$ cat src/rtl/serial_vec_rx.sv
// rtl/serial_vec_rx.sv - framed serial-to-parallel stimulus receiver with even parity
// Frame: start marker (1), WIDTH data bits LSB first, even-parity bit; bad frames dropped and counted.
module serial_vec_rx #(
  parameter int unsigned WIDTH = 3,
  parameter int unsigned ERR_W = 8
) (
  input  logic             clk,
  input  logic             rst_n,
  input  logic             sin,
  input  logic             sin_valid,
  output logic             sin_ready,
  output logic [WIDTH-1:0] vec,
  output logic             vec_valid,
  input  logic             vec_ready,
  output logic             frame_err,
  output logic [ERR_W-1:0] err_cnt
);

  localparam int unsigned CW = (WIDTH > 1) ? $clog2(WIDTH) : 1;

  typedef enum logic [1:0] {
    S_IDLE   = 2'd0,
    S_DATA   = 2'd1,
    S_PARITY = 2'd2,
    S_HOLD   = 2'd3
  } state_e;

  state_e           state_q, state_d;
  logic [WIDTH-1:0] shift_q, shift_d;
  logic [CW-1:0]    bit_cnt_q, bit_cnt_d;
  logic [WIDTH-1:0] vec_q, vec_d;
  logic             vec_valid_q, vec_valid_d;
  logic             frame_err_q, frame_err_d;
  logic [ERR_W-1:0] err_cnt_q, err_cnt_d;
  logic             accept;

  assign sin_ready = (state_q != S_HOLD);
  assign accept    = sin_valid && sin_ready;

  always_ff @(posedge clk or negedge rst_n) begin
    if (!rst_n) begin
      state_q     <= S_IDLE;
      shift_q     <= '0;
      bit_cnt_q   <= '0;
      vec_q       <= '0;
      vec_valid_q <= 1'b0;
      frame_err_q <= 1'b0;
      err_cnt_q   <= '0;
    end else begin
      state_q     <= state_d;
      shift_q     <= shift_d;
      bit_cnt_q   <= bit_cnt_d;
      vec_q       <= vec_d;
      vec_valid_q <= vec_valid_d;
      frame_err_q <= frame_err_d;
      err_cnt_q   <= err_cnt_d;
    end
  end

  always_comb begin
    state_d     = state_q;
    shift_d     = shift_q;
    bit_cnt_d   = bit_cnt_q;
    vec_d       = vec_q;
    vec_valid_d = vec_valid_q;
    frame_err_d = 1'b0;
    err_cnt_d   = err_cnt_q;

    unique case (state_q)
      S_IDLE: begin
        // Accepted zeros are line filler; only a one opens a frame.
        if (accept && sin) begin
          shift_d   = '0;
          bit_cnt_d = '0;
          state_d   = S_DATA;
        end
      end

      S_DATA: begin
        if (accept) begin
          shift_d[bit_cnt_q] = sin;
          if (bit_cnt_q == CW'(WIDTH - 1)) begin
            state_d = S_PARITY;
          end else begin
            bit_cnt_d = bit_cnt_q + 1'b1;
          end
        end
      end

      S_PARITY: begin
        if (accept) begin
          if ((^shift_q ^ sin) == 1'b0) begin
            vec_d       = shift_q;
            vec_valid_d = 1'b1;
            state_d     = S_HOLD;
          end else begin
            frame_err_d = 1'b1;
            if (err_cnt_q != {ERR_W{1'b1}}) begin
              err_cnt_d = err_cnt_q + 1'b1;
            end
            state_d = S_IDLE;
          end
        end
      end

      S_HOLD: begin
        // The sender is stalled by sin_ready=0 until the consumer takes vec.
        if (vec_ready) begin
          vec_valid_d = 1'b0;
          state_d     = S_IDLE;
        end
      end

      default: begin
        state_d = S_IDLE;
      end
    endcase
  end

  assign vec       = vec_q;
  assign vec_valid = vec_valid_q;
  assign frame_err = frame_err_q;
  assign err_cnt   = err_cnt_q;

endmodule

$ cat config.mk
export PLATFORM = sky130hd
export DESIGN_NAME = serial_vec_rx
export DESIGN_NICKNAME = d
export VERILOG_FILES = /design/src/rtl/serial_vec_rx.sv
export SDC_FILE = /design/constraint.sdc
export NUM_CORES = 1
export LEC_CHECK = 0
export CAP_MARGIN = 20
export CORE_AREA = 10 10 57 59
export DETAILED_ROUTE_END_ITERATION = 10
export DIE_AREA = 0 0 67 69
export HOLD_SLACK_MARGIN = 0.03
export PLACE_DENSITY_LB_ADDON = 0.25
export SETUP_SLACK_MARGIN = 0.3
export SLEW_MARGIN = 20
export SYNTH_ARGS = -nofsm -noshare
export SYNTH_HDL_FRONTEND = slang
export SYNTH_SLANG_ARGS = --single-unit
$ cat constraint.sdc
create_clock -name clk -period 2.1 [get_ports clk]
set_clock_uncertainty 0.2 [all_clocks]
set_input_delay 0.525 -clock clk [delete_from_list [all_inputs] [get_ports clk]]
set_output_delay 0.525 -clock clk [all_outputs]
set_load 0.01 [all_outputs]
==> results.yml, run 1 <==
critical_path:
  critical_path_arrival_ns: 1.03
  slowest_delay_ns: 0.42
  critPathTopFamily: "flip-flops"
  crit_path_max_fanout: 2
  endpoint: "sin_ready"
  cp.required_ns: 1.37
  ff2ff_path_depth: 6
  cp_num_buf_inv: 1
  timing.rr.end: "err_cnt[1]"
  path_class: "flop to output port"
  end_kind: "output port"
  cp_slowest_cell: "dfrtp_1"
  cp.depth: 2
  crit_path_start_kind: "flop"
  r2r-start: "err_cnt[0]"
  cp_cell_sequence: "nand2_1 -> clkdlybuf4s15_1"
  crit_path_start: "state_q[0]"
  r2r_slack_ns: 0.35
yosys:
  syn_nets: 108
  ys_ff_latch: 20
  synth.cell_area_um2: 1050
  ys_warn_count: 0
  synth_area_leader_cell: "dfrtp_1"
  yosysSeqAreaShare_pct: 47.6
  synth_edf_count: 0
  ys_types: 32
  synthArstFlopShare_pct: 100
  synth_top_area_share_pct: 47.6
  avgSynthCellArea_um2: 10.6
  ys_top_cells_by_area: "dfrtp_1, mux2_2, ha_1, nand2_1, a22o_1"
  netlist_instances: 99
  ys.flop_type: "dfrtp_1"
drt:
  antenna_left: 0
  route.detailed.wl_per_inst_um: 15.2
  drc: 0
  dr.pass1.iters: 4
  vias: 887
  initialDrtViolationCount: 56
  wirelength_mm: 2.53
  viasPerCell: 5.34
placed_design:
  port_buffers: 18
  dp_slack_ns: -0.212
  dpl.hpwl_mm: 1.73
  gp_congestion: 0.755
timing:
  finalHoldViolCount: 0
  relSlewSlack_pct: 59.8
  grt_setup_unrepaired: "yes"
  max_freq_ghz: 0.571
  setup_viol: 0
  layout_setup_ws_ns: 0.348
  layout_min_cycle_time_ns: 1.75
  finalCritPeriodShare_pct: 83.4
  slew_viol_final: 0
  max_slew.worst_pin.slew_ns: 0.597
clocking:
  cts.htree.levels: 1
  cts_tree: "built"
  cts_made_buffers: 3
  clk_pin_slew_worst_paths_ns: 0.11
  ctsLongestPathBuffers: 2
  clock_sinks: 20
  cts-root-buf: "clkbuf_4"
  insertion_delay_ns: 0.29
final_layout:
  n_antenna_cell: 0
  nFillCells: 163
  final_layout_size_suffix_gt1_share_pct: 31.9
  syn2layout_area_growth_pct: 41.8
  final_common_cell: "buf_4"
  layout.nets: 149
  layout_common_cells: "buf_4, dfrtp_1, dlygate4sd2_1"
global_routing:
  grtUsageMet2_pct: 20.1
  grt_max_degree: 21
  grt_use_total_pct: 11.1
  grt_overflow: 0
  grt_pass1_wl_mm: 4.24
  use_met1_pct: 11.5
  antenna_found_initial: 0
  top_usage_layer: "met2"
  grt_pass1_vias: 949
  gr-usage-met3_pct: 2.74
status:
  status: "complete, no violations"
die:
  design.die.area_um2: 4620
  num_rows: 17
  die_h_um: 69
  core_area_um2: 2150
  die_w_um: 67
  start_util_pct: 48.9
  ios: 19
power:
  irDropWorstVdd_v: 0.000677
  power.density_nw_per_um2: 1320
  power_w: 0.00197
  cellLeakagePower_nw: 0.738
worst_hold_path:
  hold_class: "flop to flop"
job:
  max_cap_viol_count: 0
==> per-stage QoR <==
step	TNS (ns)	instances	utilization, %	instance area (µm²)	hold WS (ns)
final	0	166	69.4	1490	0.309
after global routing	0	166	69.4	1490	0.351
after global placement	-1.47	151	61.7	1330	0.294
after detailed placement	-1.86	151	61.7	1330	0.295
after CTS	0	164	66.0	1420	0.313
after floorplan	0	99	-	1060	0.0294
==> where the power goes <==
part | switching, W | leakage [nW] | internal, W
Sequential | 0.000117 | 0.250 | 0.000509
Clock | 0.000111 | 0.0138 | 0.0000668
Combinational | 0.000542 | 0.474 | 0.000626
==> area by class of cell <==
type	instances	area, µm²	area share, %
Multi-Input combinational cell	73	593	39.8
Sequential cell	20	505	33.9
Tap cell	28	35.0	2.35
Inverter	4	15.0	1.01
Timing Repair Buffer	38	319	21.4
Clock buffer	3	22.5	1.51
==> worst min-delay path by stage <==
stage	start	endpoint	slack, ns	depth (start not counted)
after detailed placement	vec[0]	vec[0]	0.29	1
final	vec[0]	vec[0]	0.31	1
after global placement	vec[0]	vec[0]	0.29	1
after global routing	vec[0]	vec[0]	0.35	1
after floorplan	rst_n	bit_cnt_q[0]	0.03	0
after CTS	vec[0]	vec[0]	0.31	1
==> layer usage <==
metal,part of all wire [%],up-vias
li1,-,427
met4,1.1,0
met3,4.8,4
met2,55,16
met5,0,-
met1,39,440
==> sequential cells by signal (all words and copies together) (netlist names) <==
register and flops:
bit_cnt_q 2, err_cnt 8, frame_err 1, shift_q 3, state_q 2, vec 3
vec_valid 1
==> kinds of logic (layout without fill, tap and decap cells) <==
| kind of cell | after synthesis | count (layout) | share of synthesized area [%] |
|---|---|---|---|
| buffers and inverters | 6 | 45 | 2.26 |
| XOR/XNOR | 9 | 9 | 8.93 |
| multiplexers | 7 | 7 | 7.86 |
| adder cells (fa/ha/maj) | 4 | 4 | 4.76 |
| flip-flops | 20 | 20 | 47.6 |
| AND/OR/NAND/NOR | 30 | 30 | 14.0 |
| AO/OA/AOI/OAI | 23 | 23 | 14.5 |
==> Yosys cell counts (2+ instances only) <==
master,count
dfrtp_1,20
xor2_2,2
xnor2_1,3
a21oi_1,3
mux2_2,6
ha_1,4
xor2_1,4
o21ai_0,5
nor3_1,2
a22o_1,4
nor2b_1,2
nor2_1,6
nand2_1,11
nand3_1,2
inv_1,4
a31oi_1,5
==> timing repair <==
action                                 in CTS  in global routing
hold buffers                                0                  0
setup buffers                              10                  2
endpoints found under the hold margin       0                  0
gates resized for setup                    19                 15
pin swaps                                   5                  6
setup endpoints to repair                  33                  9
==> worst register-to-register path, cell delays in order (launching register included) <==
cell	delay (ns)
dfrtp_1	0.40
buf_4	0.15
ha_2	0.20
nand3_2	0.07
nor2_1	0.05
nor3_2	0.26
mux2_4	0.32
Power figures use the tool's default switching activity.
==> run 2: changes to the inputs <==
--- a/config.mk
+++ b/config.mk
@@ -6,9 +6,9 @@
 export NUM_CORES = 1
 export LEC_CHECK = 0
 export CAP_MARGIN = 20
-export CORE_AREA = 10 10 57 59
+export CORE_AREA = 10 10 59 61
 export DETAILED_ROUTE_END_ITERATION = 10
-export DIE_AREA = 0 0 67 69
+export DIE_AREA = 0 0 69 71
 export HOLD_SLACK_MARGIN = 0.03
 export PLACE_DENSITY_LB_ADDON = 0.25
 export SETUP_SLACK_MARGIN = 0.3
==> constraint.sdc (replaced) <==
create_clock -name clk -period 1.4 [get_ports clk]
set_clock_uncertainty 0.2 [all_clocks]
set_input_delay 0.35 -clock clk [delete_from_list [all_inputs] [get_ports clk]]
set_output_delay 0.35 -clock clk [all_outputs]
set_load 0.01 [all_outputs]
==> results.yml, run 2 (synthesis gave the netlist of run 1 again) <==
critical_path:
  crit_path_start_kind: "flop"
  end_kind: "flop"
  critical_path_arrival_ns: 1.79
  cp.required_ns: 1.42
  crit_path_max_fanout: 5
  path_class: "flop to flop"
die:
  ios: 19
  num_rows: 18
  die_h_um: 71
  die_w_um: 69
  design.die.area_um2: 4900
  core_area_um2: 2390
  start_util_pct: 44.0
clocking:
  ctsHoldBuffers: 0
  ctsLongestPathBuffers: 2
  clk_pin_slew_worst_paths_ns: 0.12
  cts_tree: "built"
  cts.htree.levels: 1
  cts_made_buffers: 3
  insertion_delay_ns: 0.32
  clock_sinks: 20
  cts-root-buf: "clkbuf_4"
global_routing:
  gr-usage-met3_pct: 1.95
  grt_pass1_wl_mm: 4.84
  grt_overflow: 0
  grt_max_degree: 21
  top_usage_layer: "met2"
  grt_pass1_vias: 1006
  antenna_found_initial: 0
  use_met1_pct: 12.8
  grtUsageMet2_pct: 22.7
  grt_use_total_pct: 11.8
status:
  status: "finished with violations"
  violations: "setup timing"
drt:
  initialDrtViolationCount: 35
  viasPerCell: 5.08
  drc: 0
  dr.pass1.iters: 4
  wirelength_mm: 3.12
  vias: 1006
  antenna_left: 0
  route.detailed.wl_per_inst_um: 15.7
power:
  pwr-share-clk_pct: 9.6
  power.density_nw_per_um2: 2040
  irDropWorstVdd_v: 0.00166
  p_int_w: 0.00230
  sw_frac_of_total_pct: 38.4
  cellLeakagePower_nw: 0.901
  p_comb_share_pct: 66.4
  p_seq_share_pct: 24.0
  switching_power_w: 0.00143
  power_w: 0.00373
timing:
  grt_setup_unrepaired: "yes"
  slew_viol_final: 0
  finalCritPeriodShare_pct: 127
  setup_viol: 31
  setup_tns_ns: -5.30
  max_freq_ghz: 0.564
  max_slew.worst_pin.slew_ns: 0.355
  relSlewSlack_pct: 76.3
  finalHoldViolCount: 0
  layout_setup_ws_ns: -0.373
  layout_min_cycle_time_ns: 1.77
placed_design:
  port_buffers: 18
  gp_congestion: 0.761
  dpl.hpwl_mm: 2.05
  dp_slack_ns: -0.713
final_layout:
  layout_common_cells: "buf_4, dfrtp_1, buf_6"
  largest_reg_flops: 8
  n_antenna_cell: 0
  nFillCells: 154
  final_util_pct: 76.6
  layout.nets: 178
  final_common_cell: "buf_4"
  final_layout_size_suffix_gt1_share_pct: 58.3
  syn2layout_area_growth_pct: 73.9
job:
  max_cap_viol_count: 0
worst_hold_path:
  hold_class: "primary input to asynchronous set/reset pin"
-- run 2: cell count changes in the layout (fill, tap and decap cells not counted), sizes merged --
| cell | before | now |
|---|---|---|
| clkdlybuf4s15 | 1 | 0 |
| dlygate4sd2 | 14 | 2 |
| buf | 20 | 63 |
-- run 2: worst paths after layout --
path	startpoint	endpoint	slack, ns	depth (start not counted)
worst max register to register	shift_q[2]	err_cnt[1]	-0.37	4
worst max-delay path	shift_q[2]	err_cnt[1]	-0.37	4
max in group asynchronous	rst_n	shift_q[2]	0.69	2
worst min-delay path	rst_n	err_cnt[0]	0.17	2
worst min register to register	err_cnt[0]	err_cnt[0]	0.38	2
min in group clk	err_cnt[0]	err_cnt[0]	0.38	2
-- run 2: final cells by class --
class                           instances  area (µm²)  area share, %
Tap cell                               30        37.5           2.05
Clock buffer                            4        36.3           1.98
Sequential cell                        20         500           27.4
Multi-Input combinational cell         73         662           36.2
Timing Repair Buffer                   67         577           31.6
Inverter                                4        15.0          0.821
-- run 2: timing repair --
item | in CTS | in global routing
endpoints found under the setup margin | 34 | 34
setup buffers | 11 | 5
pin swaps | 9 | 6
gates resized for setup | 82 | 14
hold endpoints to repair | 0 | 0
-- run 2: power by group through the flow --
stage               Clock [W]  Combinational, W  Sequential, W
global route         0.000382           0.00266       0.000915
detailed placement          0           0.00187       0.000912
floorplan                   0          0.000903       0.000963
finish               0.000360           0.00248       0.000896
CTS                  0.000358           0.00224       0.000890
global placement            0           0.00181       0.000900
-- run 2: worst max-delay path: stages (launching register included) --
cell,delay (ns)
dfrtp_1,0.43
xor2_2,0.21
xor2_2,0.24
nor3_4,0.28
mux2_4,0.32
-- run 2: through the flow --
stage	cell area [µm²]	std cells	hold slack [ns]
after floorplan	1120	99	-0.146
after global placement	1590	178	0.295
after detailed placement	1590	178	0.312
after CTS	1720	193	0.187
after global routing	1830	198	0.185
final	1830	198	0.171
-- run 2: per-layer routing --
metal  vias up  part of all wire, %
met5         -                    0
met4         0                  1.5
met3         5                  2.6
met2        18                   55
met1       494                   41
li1        489                    -
